File: config.mk
export PLATFORM = sky130hd
export DESIGN_NAME = uart_rx_cfg
export DESIGN_NICKNAME = d
export VERILOG_FILES = /design/src/rtl/uart_rx_cfg.sv
export SDC_FILE = /design/constraint.sdc
export NUM_CORES = 1
export LEC_CHECK = 0
export BUFFER_PORTS_ARGS = -buffer_cell sky130_fd_sc_hd__buf_4
export CAP_MARGIN = 25
export CORE_ASPECT_RATIO = 2
export CORE_MARGIN = 8
export CORE_UTILIZATION = 38
export DETAILED_ROUTE_END_ITERATION = 10
export SETUP_SLACK_MARGIN = 0.15
export SLEW_MARGIN = 30
export SYNTH_ARGS = -nofsm -noshare
export SYNTH_HDL_FRONTEND = slang
export SYNTH_SLANG_ARGS = --single-unit
File: constraint.sdc
create_clock -name i_clk -period 1.9 [get_ports i_clk]
set_input_delay 0.19 -clock i_clk [delete_from_list [all_inputs] [get_ports i_clk]]
set_output_delay 0.19 -clock i_clk [all_outputs]
set_load 0.02 [all_outputs]
File: src/rtl/uart_rx_cfg.sv
// uart_rx_cfg: configurable UART receiver with majority-voted sampling, break detection and an output FIFO
module uart_rx_cfg #(
  parameter int CLKS_PER_BIT = 1250,
  parameter int DATA_BITS    = 8,
  parameter int PARITY       = 0,
  parameter int STOP_BITS    = 1,
  parameter int FIFO_DEPTH   = 4
) (
  input  logic                 i_clk,
  input  logic                 i_rst_n,
  input  logic                 i_uartrx,
  input  logic                 i_rxready,
  input  logic                 i_clr_err,
  output logic                 o_rxdatval,
  output logic [DATA_BITS-1:0] o_rxbyte,
  output logic                 o_parity_err,
  output logic                 o_frame_err,
  output logic                 o_overrun,
  output logic                 o_break,
  output logic                 o_busy
);
  localparam int HALF = CLKS_PER_BIT / 2;
  localparam int AW   = $clog2(FIFO_DEPTH);
  localparam int W    = DATA_BITS + 2;

  typedef enum logic [2:0] {IDLE, START, DATA, PAR, STOP, BRKWAIT} state_t;

  state_t               state_q, state_d;
  logic                 s1_q, s2_q;
  logic [2:0]           hist_q;
  logic                 maj;
  logic [15:0]          cnt_q, cnt_d;
  logic [3:0]           idx_q, idx_d;
  logic [DATA_BITS-1:0] data_q, data_d;
  logic                 psmp_q, psmp_d;
  logic [1:0]           sc_q, sc_d;
  logic                 ferr_q, ferr_d;
  logic                 fst_q, fst_d;
  logic                 brk_q, brk_d;
  logic                 ovr_q;
  logic                 tick, perr, push, is_brk;
  logic [W-1:0]         word;
  logic [W-1:0]         mem_q [FIFO_DEPTH];
  logic [AW:0]          wp_q, rp_q;
  logic                 full, empty, pop, wr;

  assign maj  = (hist_q[0] & hist_q[1]) | (hist_q[0] & hist_q[2]) | (hist_q[1] & hist_q[2]);
  assign tick = cnt_q == 16'(CLKS_PER_BIT - 1);
  assign perr = (PARITY != 0) && ((^data_q ^ psmp_q) != (PARITY == 1));
  assign word = {ferr_q | ~maj, perr, data_q};

  // two-flop synchroniser and voting history, idle-high at reset
  always_ff @(posedge i_clk or negedge i_rst_n)
    if (!i_rst_n) begin
      s1_q   <= 1'b1;
      s2_q   <= 1'b1;
      hist_q <= 3'b111;
    end else begin
      s1_q   <= i_uartrx;
      s2_q   <= s1_q;
      hist_q <= {hist_q[1:0], s2_q};
    end

  // receive state and frame registers
  always_ff @(posedge i_clk or negedge i_rst_n)
    if (!i_rst_n) begin
      state_q <= IDLE;
      cnt_q   <= '0;
      idx_q   <= '0;
      data_q  <= '0;
      psmp_q  <= 1'b0;
      sc_q    <= '0;
      ferr_q  <= 1'b0;
      fst_q   <= 1'b0;
      brk_q   <= 1'b0;
    end else begin
      state_q <= state_d;
      cnt_q   <= cnt_d;
      idx_q   <= idx_d;
      data_q  <= data_d;
      psmp_q  <= psmp_d;
      sc_q    <= sc_d;
      ferr_q  <= ferr_d;
      fst_q   <= fst_d;
      brk_q   <= brk_d;
    end

  // next-state logic; data shifts in from the top so the first bit lands at the LSB
  always_comb begin
    state_d = state_q;
    cnt_d   = cnt_q + 16'd1;
    idx_d   = idx_q;
    data_d  = data_q;
    psmp_d  = psmp_q;
    sc_d    = sc_q;
    ferr_d  = ferr_q;
    fst_d   = fst_q;
    brk_d   = 1'b0;
    push    = 1'b0;
    is_brk  = 1'b0;
    case (state_q)
      IDLE: begin
        cnt_d  = '0;
        idx_d  = '0;
        sc_d   = '0;
        ferr_d = 1'b0;
        if (!s2_q) state_d = START;
      end
      START:
        if (cnt_q == 16'(HALF)) begin
          cnt_d   = '0;
          state_d = maj ? IDLE : DATA;
        end
      DATA:
        if (tick) begin
          cnt_d  = '0;
          data_d = {maj, data_q[DATA_BITS-1:1]};
          idx_d  = idx_q + 4'd1;
          if (idx_q == 4'(DATA_BITS - 1)) state_d = (PARITY != 0) ? PAR : STOP;
        end
      PAR:
        if (tick) begin
          cnt_d   = '0;
          psmp_d  = maj;
          state_d = STOP;
        end
      STOP:
        if (tick) begin
          cnt_d = '0;
          sc_d  = sc_q + 2'd1;
          if (!maj) ferr_d = 1'b1;
          if (sc_q == 2'd0) fst_d = maj;
          if (sc_q == 2'(STOP_BITS - 1)) begin
            push    = 1'b1;
            is_brk  = (data_q == '0) && (PARITY == 0 || !psmp_q) && !((sc_q == 2'd0) ? maj : fst_q);
            brk_d   = is_brk;
            state_d = is_brk ? BRKWAIT : IDLE;
          end
        end
      BRKWAIT: begin
        cnt_d = '0;
        if (s2_q) state_d = IDLE;
      end
      default: state_d = IDLE;
    endcase
  end

  assign empty = wp_q == rp_q;
  assign full  = (wp_q[AW] != rp_q[AW]) && (wp_q[AW-1:0] == rp_q[AW-1:0]);
  assign pop   = !empty && i_rxready;
  assign wr    = push && (!full || pop);

  // word FIFO and sticky overrun; a pop in the same cycle frees the slot for a push
  always_ff @(posedge i_clk or negedge i_rst_n)
    if (!i_rst_n) begin
      for (int i = 0; i < FIFO_DEPTH; i++) mem_q[i] <= '0;
      wp_q  <= '0;
      rp_q  <= '0;
      ovr_q <= 1'b0;
    end else begin
      if (wr) mem_q[wp_q[AW-1:0]] <= word;
      wp_q  <= wp_q + (AW+1)'(wr);
      rp_q  <= rp_q + (AW+1)'(pop);
      ovr_q <= (push && full && !pop) || (ovr_q && !i_clr_err);
    end

  assign o_rxdatval = !empty;
  assign {o_frame_err, o_parity_err, o_rxbyte} = mem_q[rp_q[AW-1:0]];
  assign o_overrun  = ovr_q;
  assign o_break    = brk_q;
  assign o_busy     = state_q != IDLE;
endmodule

### Word level (Yosys, flattened, before mapping)

Cells that the tools add are included.

* register bits: 88
* input port bits: 5

* equality and inequality tests: 20
* reduce and logical (&&, ||, !) cells: 29
* bitwise logic cells: 9
* add/sub/neg operators: 5
* $lt $le $gt $ge: 3
* muxes and demuxes: 34

Operators by type and width (number)
* case mux 16 bit (3 select lines): 1
* bitwise mux 40 bit: 1
* 2-to-1 mux 16 bit: 2
* 2-to-1 mux 10 bit: 3
* 2-to-1 mux 3 bit: 9
* binary-select mux 10 bit (select 2 bit): 1
* demux 10 bit (select 2 bit): 1
* != test 2 bit, second input constant: 9
* case mux 3 bit (6 select lines): 1
* adder 16 x 1 -> 16 bit, second input constant: 1
* equality test 16 x 10 -> 1 bit, second input constant: 1
* equality test 16 x 11 -> 1 bit, second input constant: 1
* 2-to-1 mux 1 bit: 9
* logical AND 1 bit: 8
* logical NOT 8 bit: 1
* case mux 4 bit (2 select lines): 1
* AND reduction 2 bit: 4
* AND reduction 8 bit: 1
* adder 3 x 1 -> 3 bit: 2
* equality test 3 x 2 -> 1 bit, second input constant: 2
* equality test 3 bit, second input constant: 2
* greater-or-equal comparator 3 bit, second input constant: 2
* NOT 2 -> 3 bit: 2
* logical NOT 1 bit: 5
* other kinds (23): 30

### Logic depth before layout (Yosys ltp)

Gate-level depths: netlist of the first run.

* depth after elaboration: 10
* gate-level depth with buffers: 9
* mapped depth without buffers: 9

### Worst setup path before layout of the first run

No wires, ideal clock.

* path type: reg-to-reg
* start: register cnt_q[1]
* end: register mem_q[30] (netlist bit)
* data arrival time: 1934 ps
* clock period less this slack: 2059 ps
* setup time: 125 ps
* path slack: -159 ps
* stages on the path, launching flop included: 9
* path buffers: 1
* cells stage by stage: dfrtp_1 inv_1 ha_1 nor4b_1 and4_4 nand3_4 or3_1 buf_6 mux2_4

* word-level cells in the longest chain between the ends: 4

Ends and longest elaborated chain
* from (decl): RTL line 32 `logic [15:0] cnt_q, cnt_d;`
* from (signal assigned): RTL line 78 `cnt_q <= cnt_d;`
* equality test 16 x 11 -> 1 bit: RTL line 48 `assign tick = cnt_q == 16'(CLKS_PER_BIT - 1);`
* 2-to-1 mux 1 bit: RTL line 128 `if (tick) begin`
* 2-to-1 mux 1 bit: RTL line 101 `case (state_q)`
* logical AND 1 bit: RTL line 151 `assign wr = push && (!full || pop);`
* to (signal, indexed assignment): RTL line 161 `if (wr) mem_q[wp_q[AW-1:0]] <= word;`
* to (decl): RTL line 43 `logic [W-1:0] mem_q [FIFO_DEPTH];`

Every way passes these cells.
A chain may end at the register's enable or synchronous reset.

### Worst setup path in the final report of the first run

* start: register cnt_q[1]
* end: register mem_q[31] (netlist bit)

The elaborated chain is that of the path after synthesis.

==> metrics.md, run 1 <==
| Metric | Value |
|---|---|
| Result of the run | `complete, but fails checks` |
| Violations in the final reports | `negative setup slack` |
| Global-route wire length before repair | `between 10,000 and 15,000 um` |
| Final setup violation count | `40` |
| Bufs on Longest Clock Path | `2` |
| Routed vias/inst | `5.02` |
| Skew-Pair Late Insertion Delay | `about 0.33 ns` |
| CP Class | `reg -> reg` |
| Setup TNS | `-5.26 ns` |
| # rows | `52` |
| DRT antenna net count | `0` |
| Fraction of the yosys area taken by sequential cells | `a little over half` |
| Net Sw Frac | `23.6%` |
| Final clock period utilization by the worst path | `111%` |
| EDFF count, synth | `0` |
| Number of global-route vias before repair | `approximately 2,900` |
| # diodes | `0` |
| Port Buffers | `17` |
| Max-Cap Viols | `0` |
| R2r worst-path depth | `8` |
| Final Hold Slack | `a little under 0.04 ns` |
| Post-synthesis instance total | `approximately 300` |
| Worst-path fanout max | `9` |
| Overall power of the completed layout | `between 0.004 and 0.005 W` |
| Reg-to-reg setup timing slack | `-0.20 ns` |
| CP Capture Type | `flop` |
| CTS tree | `yes` |
| Horiz. Die Dim | `~88 um` |
| Grt ovf | `0` |
| Length of the first detailed-routing pass in iterations | `3` |
| H-tree depth | `3` |
| Reg-to-reg endpoint | `mem_q[31]` |
| Mapped Area | `about 4000 sq um` |
| Top-Level Pins | `19` |
| Clock group share of total power | `between 40% and 50%` |
| P&R area growth vs syn | `32.2%` |
| Clock skew | `around 0.0075 ns` |
| Share of cells above drive strength 1 | `roughly 45%` |
| Power per unit of standard cell area | `about 800 nW/um^2` |
| Root buffer cell | `clkbuf_16` |
| Starting density of the core | `38.8%` |
| Die boundary height | `between 150 and 200 um` |
| Worst slew pin tran | `0.566 ns` |
| Clock period minus final worst setup slack | `around 2.1 ns` |
| Die area | `roughly 14,000 sq um` |
| Peak Freq | `between 400 and 500 MHz` |
| Post-Syn Area per Cell | `approximately 13 sq um` |
| Yosys cell types | `53` |
| Most common cell after layout, fill and taps aside | `dfrtp_1` |
| Number of remaining DRC errors | `0` |
| DR WL/cell | `17.1 um` |
| Number of hold violations in the final report | `0` |
| Share of total power in combinational logic | `a little over an eighth` |
| End point of the critical path | `mem_q[31]` |
| Final net count | `386` |
| Std-Cell Core Area | `about 10,000 sq um` |
| VDD IR max | `0.530 mV` |
| Detailed Place HPWL | `just over 6000 um` |
| Number of vias in the routed layout | `between 2,000 and 3,000` |
| Initial DRC Count | `50` |
| Path category of the worst min-delay check | `in -> reg` |
| Yosys reg bits | `84` |
| FFs w/ async S/R, synth | `100%` |
| GRT Total Usage | `between 10% and 20%` |
| Total clock buffers created by CTS | `9` |
| Dominant synthesized flop cell | `dfrtp_1` |
| Antenna violations before repair | `0` |
| Post-Syn Nets | `315` |
| Worst-case headroom to the max-slew limit | `61.8%` |
| YS warnings | `0` |
| GP Congestion | `0.811` |
| Post-route standard cell area excluding fillers | `around 5200 sq um` |
| Internal Dissipation | `around 0.0032 W` |
| Clk sink count | `84` |
| Setup slack of the critical path after layout | `-0.200 ns` |
| Required time reported for the critical path endpoint | `2.11 ns` |
| Net switching power | `roughly 0.0010 W` |
| Startpoint of the worst setup timing path | `cnt_q[1]` |
| Leakage power figure | `between 2 and 2.5 nW` |
| Cell area after placement | `4550 sq um` |
| Number of max-slew violations in the final report | `0` |
| Commonest non-fill, non-tap cells in the layout | `dfrtp_1, buf_4, nor2_1, mux2_4, mux2_2` |
| Critical Path Start Type | `flop` |
| Arrival @ worst endpoint | `between 2 and 2.5 ns` |
| Clock Pin Slew Worst Setup and Hold Paths | `~0.060 ns` |
| Unrepaired setup endpoints after global routing | `yes` |
| Detailed Route WL | `8770 um` |
| RR Startpoint | `cnt_q[1]` |
| Maximum number of pins on one net before global-route repair | `46` |
| Fraction of power consumed by sequential logic | `between 40 and 50%` |
routing by layer:
| layer | part of all wire, % | up-vias | track usage, % | wire length [um] |
|---|---|---|---|---|
| met5 | 0 | - | 0 | 0 |
| met4 | 2.8 | 0 | 5.92 | 248 |
| met3 | 2.0 | 14 | 2.59 | 178 |
| met2 | 59 | 24 | 24.7 | 5140 |
| met1 | 36 | 1325 | 12.5 | 3200 |
| li1 | - | 1210 | - | - |
final cells by class:
type | count | area [sq um]
Sequential cell | 84 | 2110
Tap cell | 135 | 169
Clock buffer | 12 | 256
Clock inverter | 4 | 56.3
Fill cell | 893 | 4920
Inverter | 9 | 33.8
Timing Repair Buffer | 70 | 663
Multi-Input combinational cell | 199 | 1880
timing repair:
action	in CTS	in global routing
pin swaps	2	3
setup endpoints to repair	81	84
hold endpoints to repair	35	0
setup buffers	2	2
gates resized for setup	18	42
hold buffers	2	0
cloned	0	3
flip-flops by register name, indices dropped and copies added (netlist names), 2 cells and up:
name and count:
hist_q 3, wp_q 3, state_q 3, sc_q 2
data_q 8, mem_q 36, idx_q 4, rp_q 3
cnt_q 16
worst max-delay path, cell delays in order (launching register included):
cell     delay [ns]
dfrtp_1        0.38
inv_1          0.06
ha_2           0.16
nor4b_4        0.19
and4_4         0.27
nand3_4        0.10
or3_4          0.36
buf_12         0.16
mux2_4         0.29
synthesized netlist by cell type, types with 2 or more instances:
master | count | area (sq um)
a21oi_1 | 5 | 25.0
a22oi_1 | 2 | 15.0
and3_1 | 4 | 25.0
and4bb_2 | 2 | 25.0
buf_2 | 3 | 15.0
buf_4 | 3 | 22.5
clkbuf_1 | 2 | 7.51
dfrtp_1 | 79 | 1980
dfstp_2 | 5 | 131
ha_1 | 8 | 100
inv_1 | 9 | 33.8
mux2_2 | 36 | 405
mux2_4 | 9 | 135
mux2i_1 | 2 | 20.0
mux4_2 | 9 | 203
nand2_1 | 12 | 45.0
nand3_1 | 14 | 70.1
nand4_1 | 4 | 25.0
nor2_1 | 29 | 109
nor2b_1 | 2 | 12.5
nor3_1 | 3 | 15.0
nor3b_1 | 3 | 22.5
nor4_1 | 3 | 18.8
o21ai_0 | 6 | 30.0
xnor2_1 | 8 | 70.1
xor2_1 | 13 | 114
kinds of logic (layout without fill, tap and decap cells):
logic type | Yosys count | in the layout | synth area share, %
simple gates | 92 | 92 | 13.3
xor+xnor | 21 | 21 | 4.71
other cells | 1 | 1 | 0.0959
buf+inv | 19 | 95 | 2.40
mux | 56 | 56 | 19.5
fa+ha+maj | 9 | 9 | 2.82
flops | 84 | 84 | 53.9
compound gates | 20 | 20 | 3.20
worst min-delay path by stage:
stage | start | endpoint | slack (ns) | cells after the start
2_1_floorplan | i_rst_n | cnt_q[0] | -0.11 | 0
3_3_place_gp | i_rst_n | rp_q[2] | 0.21 | 1
3_5_place_dp | i_rst_n | rp_q[2] | 0.21 | 1
4_1_cts | i_clr_err | o_overrun | 0.03 | 2
5_1_grt | i_clr_err | o_overrun | 0.03 | 2
6_report | i_clr_err | o_overrun | 0.04 | 2
through the flow:
step | worst slack [ns] | instances | utilization, %
2_1_floorplan | -0.101 | 302 | -
3_3_place_gp | -0.206 | 488 | 45.2
3_5_place_dp | -0.205 | 488 | 45.2
4_1_cts | -0.193 | 508 | 49.4
5_1_grt | -0.343 | 513 | 51.3
6_report | -0.200 | 513 | 51.3
power groups by stage:
stage | combinational [W] | sequential (W) | clock, W
final | 0.000565 | 0.00188 | 0.00179
after global routing | 0.000619 | 0.00188 | 0.00191
after CTS | 0.000480 | 0.00187 | 0.00185
after detailed placement | 0.000449 | 0.00190 | 0
after global placement | 0.000431 | 0.00190 | 0
after floorplan | 0.000295 | 0.00189 | 0
Note: power is estimated with default switching activity, not from simulation.
==> run 2: changes to the inputs <==
--- a/config.mk
+++ b/config.mk
@@ -13,2 +13,3 @@
 export DETAILED_ROUTE_END_ITERATION = 10
+export REMOVE_ABC_BUFFERS = 1
 export SETUP_SLACK_MARGIN = 0.15
==> constraint.sdc (replaced) <==
create_clock -name i_clk -period 2.2 [get_ports i_clk]
set_input_delay 0.22 -clock i_clk [delete_from_list [all_inputs] [get_ports i_clk]]
set_output_delay 0.22 -clock i_clk [all_outputs]
set_load 0.005 [all_outputs]
==> run 2 against run 1 <==
Net effect: the run now ends clean; sequential cell count unchanged; via count decreased by 3.6%; register-to-register slack improved by 0.32 ns; sequential share of layout area increased by 3.8 points; clock skew about the same; clock-buffer cell count unchanged; final cell count decreased by 4.9%; cell area decreased by 8.6%; clock power decreased by 25%; combinational power decreased by 41%; largest power group unchanged.
==> metrics.md, run 2 (synthesis gave the netlist of run 1 again) <==
| Metric | Value |
|---|---|
| Unrepaired setup endpoints after global routing | `yes (unchanged)` |
| Number of max-slew violations in the final report | `0 (unchanged)` |
| Horiz. Die Dim | `87.7 um (unchanged)` |
| Leakage power figure | `2.25 nW (was 2.44 nW)` |
| Final net count | `361 (was 386)` |
| Std-Cell Core Area | `10,100 sq um (unchanged)` |
| DRT antenna net count | `0 (unchanged)` |
| Antenna violations before repair | `0 (unchanged)` |
| Global-route wire length before repair | `13,400 um (was 14,100 um)` |
| Top-Level Pins | `19 (unchanged)` |
| Internal Dissipation | `0.00250 W (was 0.00323 W)` |
| Power per unit of standard cell area | `696 nW/um^2 (was 819 nW/um^2)` |
| Clock Pin Slew Worst Setup and Hold Paths | `0.06 ns (about the same)` |
| Maximum number of pins on one net before global-route repair | `53 (was 46)` |
| Initial DRC Count | `75 (was 50)` |
| Largest registers | `mem_q x36, cnt_q x16, data_q x8 (unchanged)` |
| Series of cell instances along the critical path | `inv_1 -> ha_2 -> nor4b_4 -> and4_4 -> nand3_4 -> or3_1 -> buf_6 -> mux2_4 (was inv_1 -> ha_2 -> nor4b_4 -> and4_4 -> nand3_4 -> or3_4 -> buf_12 -> mux2_4)` |
| Skew-Pair Late Insertion Delay | `0.33 ns (about the same)` |
| Share of total power in combinational logic | `10.1% (was 13.3%)` |
| Clk sink count | `84 (unchanged)` |
| CTS tree | `yes (unchanged)` |
| Most common cell after layout, fill and taps aside | `dfrtp_1 (unchanged)` |
| Final clock period utilization by the worst path | `94.6% (was 111%)` |
| Commonest non-fill, non-tap cells in the layout | `dfrtp_1, buf_4, nor2_1, mux2_2, mux2_4 (was dfrtp_1, buf_4, nor2_1, mux2_4, mux2_2)` |
| Final setup violation count | `0 (was 40)` |
| Worst-case headroom to the max-slew limit | `55.6% (was 61.8%)` |
| Share of cells above drive strength 1 | `37.4% (was 44.7%)` |
| Net switching power | `0.000792 W (was 0.00100 W)` |
| Clock group share of total power | `40.8% (was 42.4%)` |
| Root buffer cell | `clkbuf_16 (unchanged)` |
| GRT Total Usage | `12.6% (was 13.0%)` |
| Number of remaining DRC errors | `0 (unchanged)` |
| Result of the run | `complete, no violations (was complete, but fails checks)` |
| Placed Cells | `467 (was 488)` |
| Clock period minus final worst setup slack | `2.08 ns (was 2.10 ns)` |
| Number of flip-flops in the largest register | `36 (unchanged)` |
| Register containing the most flip-flops in the final layout | `mem_q (unchanged)` |
| Required time reported for the critical path endpoint | `2.42 ns (was 2.11 ns)` |
| GP Congestion | `0.887 (was 0.811)` |
| Net Sw Frac | `24.1% (was 23.6%)` |
| Starting density of the core | `38.8% (unchanged)` |
| Length of the first detailed-routing pass in iterations | `4 (was 3)` |
| Routed vias/inst | `5.08 (was 5.02)` |
| Share of the core filled with cells in the final layout | `46.9% (was 51.3%)` |
| Die area | `14,000 sq um (unchanged)` |
| Number of vias in the routed layout | `2,480 (was 2,573)` |
| Detailed Route WL | `8050 um (was 8770 um)` |
| Cell class contributing the biggest share of worst-path delay | `simple AND/OR/NAND/NOR gates (unchanged)` |
| Worst slew pin tran | `0.666 ns (was 0.566 ns)` |
| Path category of the worst min-delay check | `in -> reg (unchanged)` |
| Number of global-route vias before repair | `2,704 (was 2,875)` |
| Number of hold violations in the final report | `0 (unchanged)` |
| Bufs on Longest Clock Path | `2 (unchanged)` |
| DR WL/cell | `16.5 um (was 17.1 um)` |
| Detailed Place HPWL | `5860 um (was 6090 um)` |
| CP Class | `reg -> reg (unchanged)` |
| VDD IR max | `0.378 mV (was 0.530 mV)` |
| Sum of buffers and inverters on the critical path | `2 (unchanged)` |
| Total clock buffers created by CTS | `9 (unchanged)` |
| Setup TNS | `0 ns (was -5.26 ns)` |
| H-tree depth | `3 (unchanged)` |
| Critical Path Start Type | `flop (unchanged)` |
| # rows | `52 (unchanged)` |
| Arrival @ worst endpoint | `2.30 ns (was 2.31 ns)` |
| Peak per-stage delay on the critical path | `0.38 ns (about the same)` |
| Critical-path top delay cell | `dfrtp_1 (unchanged)` |
| Clock skew | `0.00741 ns (was 0.00752 ns)` |
| Grt ovf | `0 (unchanged)` |
| Overall power of the completed layout | `0.00329 W (was 0.00423 W)` |
| Fraction of power consumed by sequential logic | `49.0% (was 44.3%)` |
| P&R area growth vs syn | `20.9% (was 32.2%)` |
| Number of standard cells in the layout, taps in and fillers out | `488 (was 513)` |
| # diodes | `0 (unchanged)` |
| Die boundary height | `159 um (unchanged)` |
| Worst-path fanout max | `9 (unchanged)` |
| Max-Cap Viols | `0 (unchanged)` |
| Peak Freq | `480 MHz (was 476 MHz)` |
| CP Capture Type | `flop (unchanged)` |
| Port Buffers | `17 (unchanged)` |
[run 2: final cells by class]
cell class / instances / area, sq um
Timing Repair Buffer: 45 / 370
Inverter: 9 / 33.8
Clock buffer: 12 / 236
Clock inverter: 4 / 26.3
Multi-Input combinational cell: 199 / 1780
Fill cell: 929 / 5360
Sequential cell: 84 / 2110
Tap cell: 135 / 169
[run 2: final timing paths]
kind,start,depth (start not counted),endpoint,slack [ns]
hold reg to reg,s1_q,0,s2_q,0.35
setup reg to reg,cnt_q[1],8,mem_q[37],0.12
setup / recovery,cnt_q[1],8,mem_q[37],0.12
min in group asynchronous,i_rst_n,2,mem_q[0],0.45
max in group asynchronous,i_rst_n,3,sc_q[1],1.03
hold / removal,i_clr_err,2,o_overrun,0.07
[run 2: per-stage QoR]
step	setup WS (ns)	hold slack (ns)	cell area, sq um
finish	0.118	0.0676	4730
global route	0.0357	0.0499	4730
CTS	0.123	0.0515	4670
detailed placement	0.0422	0.303	4330
global placement	0.0787	0.298	4330
floorplan	-0.270	-0.0756	3850
[run 2: power groups by stage]
stage                     Clock [W]  Combinational, W  Sequential, W
after global placement            0          0.000343        0.00164
final                       0.00134          0.000334        0.00161
after floorplan                   0          0.000142        0.00169
after global routing        0.00145          0.000374        0.00161
after detailed placement          0          0.000347        0.00164
after CTS                   0.00139          0.000350        0.00161
[run 2: worst reg2reg max path, cell delays in order (launching register included)]
cell     delay, ns
dfrtp_1       0.38
inv_1         0.06
ha_2          0.17
nor4b_4       0.18
and4_4        0.27
nand3_4       0.10
or3_1         0.34
buf_6         0.17
mux2_4        0.30
[run 2: metal layers]
metal	GRT usage, %	up-vias	routed length (um)
met5	0	-	0
met4	6.31	0	175
met3	2.95	14	203
met2	22.8	31	4670
met1	12.5	1270	3000
li1	-	1165	-
[run 2: timing repair]
| item | CTS | global route |
|---|---|---|
| setup buffers | 2 | 0 |
| hold buffers | 2 | 0 |
| pin swaps | 3 | 3 |
| endpoints found under the setup margin | 27 | 62 |
| hold endpoints to repair | 50 | 0 |
| gates resized for setup | 10 | 15 |
| cloned | 1 | 0 |
==> run 3: changes to the inputs <==
- CELL_PAD_IN_SITES_DETAIL_PLACEMENT: unset -> 1
- CELL_PAD_IN_SITES_GLOBAL_PLACEMENT: unset -> 1
- PLACE_DENSITY_LB_ADDON: unset -> 0.1
==> run 3 against run 2 <==
Net effect: sequential share of layout area shrank 2.7 points; non-clock buffer count grew 16; clock power grew 20%; setup slack lost 0.024 ns; fmax shrank 1.1%; critical path depth is the same; clock-buffer cell count is the same; register-to-register slack lost 0.02 ns; power grew 8.8%; global-route usage grew 2.4 points; via count grew 4.6%; sequential cell count is the same; largest cell class unchanged.
==> metrics.md, run 3 (synthesis gave the netlist of run 1 again) <==
| Metric | Value |
|---|---|
| # rows | `52 (unchanged)` |
| Final net count | `377 (was 361)` |
| Peak per-stage delay on the critical path | `0.38 ns (about the same)` |
| Antenna violations before repair | `0 (unchanged)` |
| DR WL/cell | `19.1 um (was 16.5 um)` |
| Number of remaining DRC errors | `0 (unchanged)` |
| Global-route wire length before repair | `15,600 um (was 13,400 um)` |
| Leakage power figure | `2.39 nW (was 2.25 nW)` |
| Start point of the worst hold path | `i_clr_err (unchanged)` |
| # diodes | `0 (unchanged)` |
| Register containing the most flip-flops in the final layout | `mem_q (unchanged)` |
| Number of max-slew violations in the final report | `0 (unchanged)` |
| Share of total power in combinational logic | `9.9% (was 10.1%)` |
| Unrepaired setup endpoints after global routing | `yes (unchanged)` |
| Clock Pin Slew Worst Setup and Hold Paths | `0.06 ns (about the same)` |
| Share of cells above drive strength 1 | `42.5% (was 37.4%)` |
| Die area | `14,000 sq um (unchanged)` |
| Fraction of power consumed by sequential logic | `45.1% (was 49.0%)` |
| Required time reported for the critical path endpoint | `2.42 ns (about the same)` |
| Detailed Route WL | `9620 um (was 8050 um)` |
| Net switching power | `0.000817 W (was 0.000792 W)` |
| Largest registers | `mem_q x36, cnt_q x16, data_q x8 (unchanged)` |
| Std-Cell Core Area | `10,100 sq um (unchanged)` |
| Path category of the worst min-delay check | `in -> reg (unchanged)` |
| Total clock buffers created by CTS | `9 (unchanged)` |
| VDD IR max | `0.386 mV (was 0.378 mV)` |
| Fill cell instance count of the final layout | `1,051 (was 929)` |
| DRT antenna net count | `0 (unchanged)` |
| Post-route standard cell area excluding fillers | `5030 sq um (was 4730 sq um)` |
| Number of global-route vias before repair | `2,951 (was 2,704)` |
| Critical Path Start Type | `flop (unchanged)` |
| Initial DRC Count | `46 (was 75)` |
| Number of vias in the routed layout | `2,593 (was 2,480)` |
| Length of the first detailed-routing pass in iterations | `4 (unchanged)` |
| Bufs on Longest Clock Path | `2 (unchanged)` |
| Worst-case headroom to the max-slew limit | `62.6% (was 55.6%)` |
| Grt ovf | `0 (unchanged)` |
| Arrival @ worst endpoint | `2.32 ns (was 2.30 ns)` |
| Result of the run | `complete, no violations (unchanged)` |
| GRT busiest layer | `met2 (unchanged)` |
| Cell class contributing the biggest share of worst-path delay | `simple AND/OR/NAND/NOR gates (unchanged)` |
| Peak Freq | `475 MHz (was 480 MHz)` |
| Series of cell instances along the critical path | `inv_1 -> ha_2 -> nor4b_4 -> and4_4 -> nand3_4 -> or3_4 -> buf_6 -> mux2_4 (was inv_1 -> ha_2 -> nor4b_4 -> and4_4 -> nand3_4 -> or3_1 -> buf_6 -> mux2_4)` |
| GP Congestion | `0.785 (was 0.887)` |
| R2r worst-path depth | `8 (unchanged)` |
| Horiz. Die Dim | `87.7 um (unchanged)` |
| Die boundary height | `159 um (unchanged)` |
| Clock period minus final worst setup slack | `2.11 ns (was 2.08 ns)` |
| P&R area growth vs syn | `28.6% (was 20.9%)` |
| CP Class | `reg -> reg (unchanged)` |
| Clock skew | `0.00749 ns (was 0.00741 ns)` |
| Met2 Usage GRT | `28.6% (was 22.8%)` |
| Cell area after placement | `4390 sq um (was 4330 sq um)` |
| H-tree depth | `3 (unchanged)` |
| Worst-path fanout max | `5 (was 9)` |
| Met3 track demand over resource in global routing | `2.53% (was 2.95%)` |
| Critical-path top delay cell | `dfrtp_1 (unchanged)` |
| Number of flip-flops in the largest register | `36 (unchanged)` |
| Reg-to-reg setup timing slack | `0.09 ns (was 0.12 ns)` |
| GRT Total Usage | `14.9% (was 12.6%)` |
| Root buffer cell | `clkbuf_16 (unchanged)` |
| Most common cell after layout, fill and taps aside | `dfrtp_1 (unchanged)` |
| Worst slew pin tran | `0.561 ns (was 0.666 ns)` |
| Reg-to-reg endpoint | `mem_q[30] (was mem_q[37])` |
| Sum of buffers and inverters on the critical path | `2 (unchanged)` |
| Detailed Place HPWL | `6430 um (was 5860 um)` |
| Number of hold violations in the final report | `0 (unchanged)` |
| Internal Dissipation | `0.00276 W (was 0.00250 W)` |
| CTS tree | `yes (unchanged)` |
| Routed vias/inst | `5.14 (was 5.08)` |
| Power per unit of standard cell area | `712 nW/um^2 (was 696 nW/um^2)` |
| RR Startpoint | `cnt_q[1] (unchanged)` |
| Final setup violation count | `0 (unchanged)` |
| Met1 usage | `14.2% (was 12.5%)` |
| Commonest non-fill, non-tap cells in the layout | `dfrtp_1, buf_4, nor2_1 (was dfrtp_1, buf_4, nor2_1, mux2_2, mux2_4)` |
| Net Sw Frac | `22.8% (was 24.1%)` |
| Clk sink count | `84 (unchanged)` |
| Max-Cap Viols | `0 (unchanged)` |
| Final Hold Slack | `0.0653 ns (was 0.0676 ns)` |
| Hold Crit Depth | `2 (unchanged)` |
| Clock group share of total power | `45.0% (was 40.8%)` |
| Maximum number of pins on one net before global-route repair | `40 (was 53)` |
| Final clock period utilization by the worst path | `95.7% (was 94.6%)` |
| Hold worst-path end | `o_overrun (unchanged)` |
| Skew-Pair Late Insertion Delay | `0.34 ns (was 0.33 ns)` |
| Starting density of the core | `38.8% (unchanged)` |
| Port Buffers | `17 (unchanged)` |
| CP Capture Type | `flop (unchanged)` |
| Top-Level Pins | `19 (unchanged)` |
[run 3: cell count changes in the layout (fill, tap and decap cells not counted), sizes merged]
cell / delta
buf: +15
bufinv: +2
clkinv: -2
clkbuf: +1
[run 3: per-stage QoR]
step | util (%) | setup slack, ns | setup TNS, ns | instances | power, W
after floorplan | - | -0.270 | -5.10 | 292 | 0.00184
after global placement | 43.5 | 0.0269 | 0 | 471 | 0.00199
after detailed placement | 43.5 | -0.0177 | -0.102 | 471 | 0.00200
after CTS | 48.0 | 0.0645 | 0 | 495 | 0.00365
after global routing | 49.8 | 0.00564 | 0 | 504 | 0.00373
final | 49.8 | 0.0943 | 0 | 504 | 0.00358
[run 3: how the worst max path moves through the flow]
stage	start	to	slack (ns)	cells after the start
final	cnt_q[1]	mem_q[30]	0.09	8
after global routing	cnt_q[1]	mem_q[30]	0.006	8
after CTS	cnt_q[1]	mem_q[29]	0.06	8
after detailed placement	cnt_q[1]	mem_q[35]	-0.02	8
after global placement	cnt_q[1]	mem_q[36]	0.03	8
after floorplan	cnt_q[1]	mem_q[10]	-0.27	7
[run 3: power by group through the flow]
stage	clock (W)	sequential [W]	combinational, W
6_report	0.00161	0.00161	0.000354
5_1_grt	0.00172	0.00162	0.000396
4_1_cts	0.00167	0.00161	0.000367
3_5_place_dp	0	0.00164	0.000360
3_3_place_gp	0	0.00164	0.000355
2_1_floorplan	0	0.00169	0.000142
[run 3: metal layers]
metal / up-vias / part of all wire (%)
met2: 26 / 60
met5: - / 0
met1: 1357 / 35
li1: 1195 / -
met4: 0 / 2.4
met3: 15 / 2.2
[run 3: cell type report]
class | count | area, sq um | area share (%)
multi-input cells | 199 | 1860 | 36.9
repair buffers | 61 | 541 | 10.8
well taps | 135 | 169 | 3.36
flip-flops and latches | 84 | 2110 | 41.9
inverters | 9 | 33.8 | 0.672
clock inverters | 4 | 72.6 | 1.44
clock buffers | 12 | 246 | 4.90
[run 3: what timing repair did]
action,CTS,global route
resized for setup,23,23
hold buffers,2,0
endpoints found under the setup margin,56,54
pin swaps,3,6
cloned,3,2
hold endpoints to repair,38,0
setup buffers,3,7
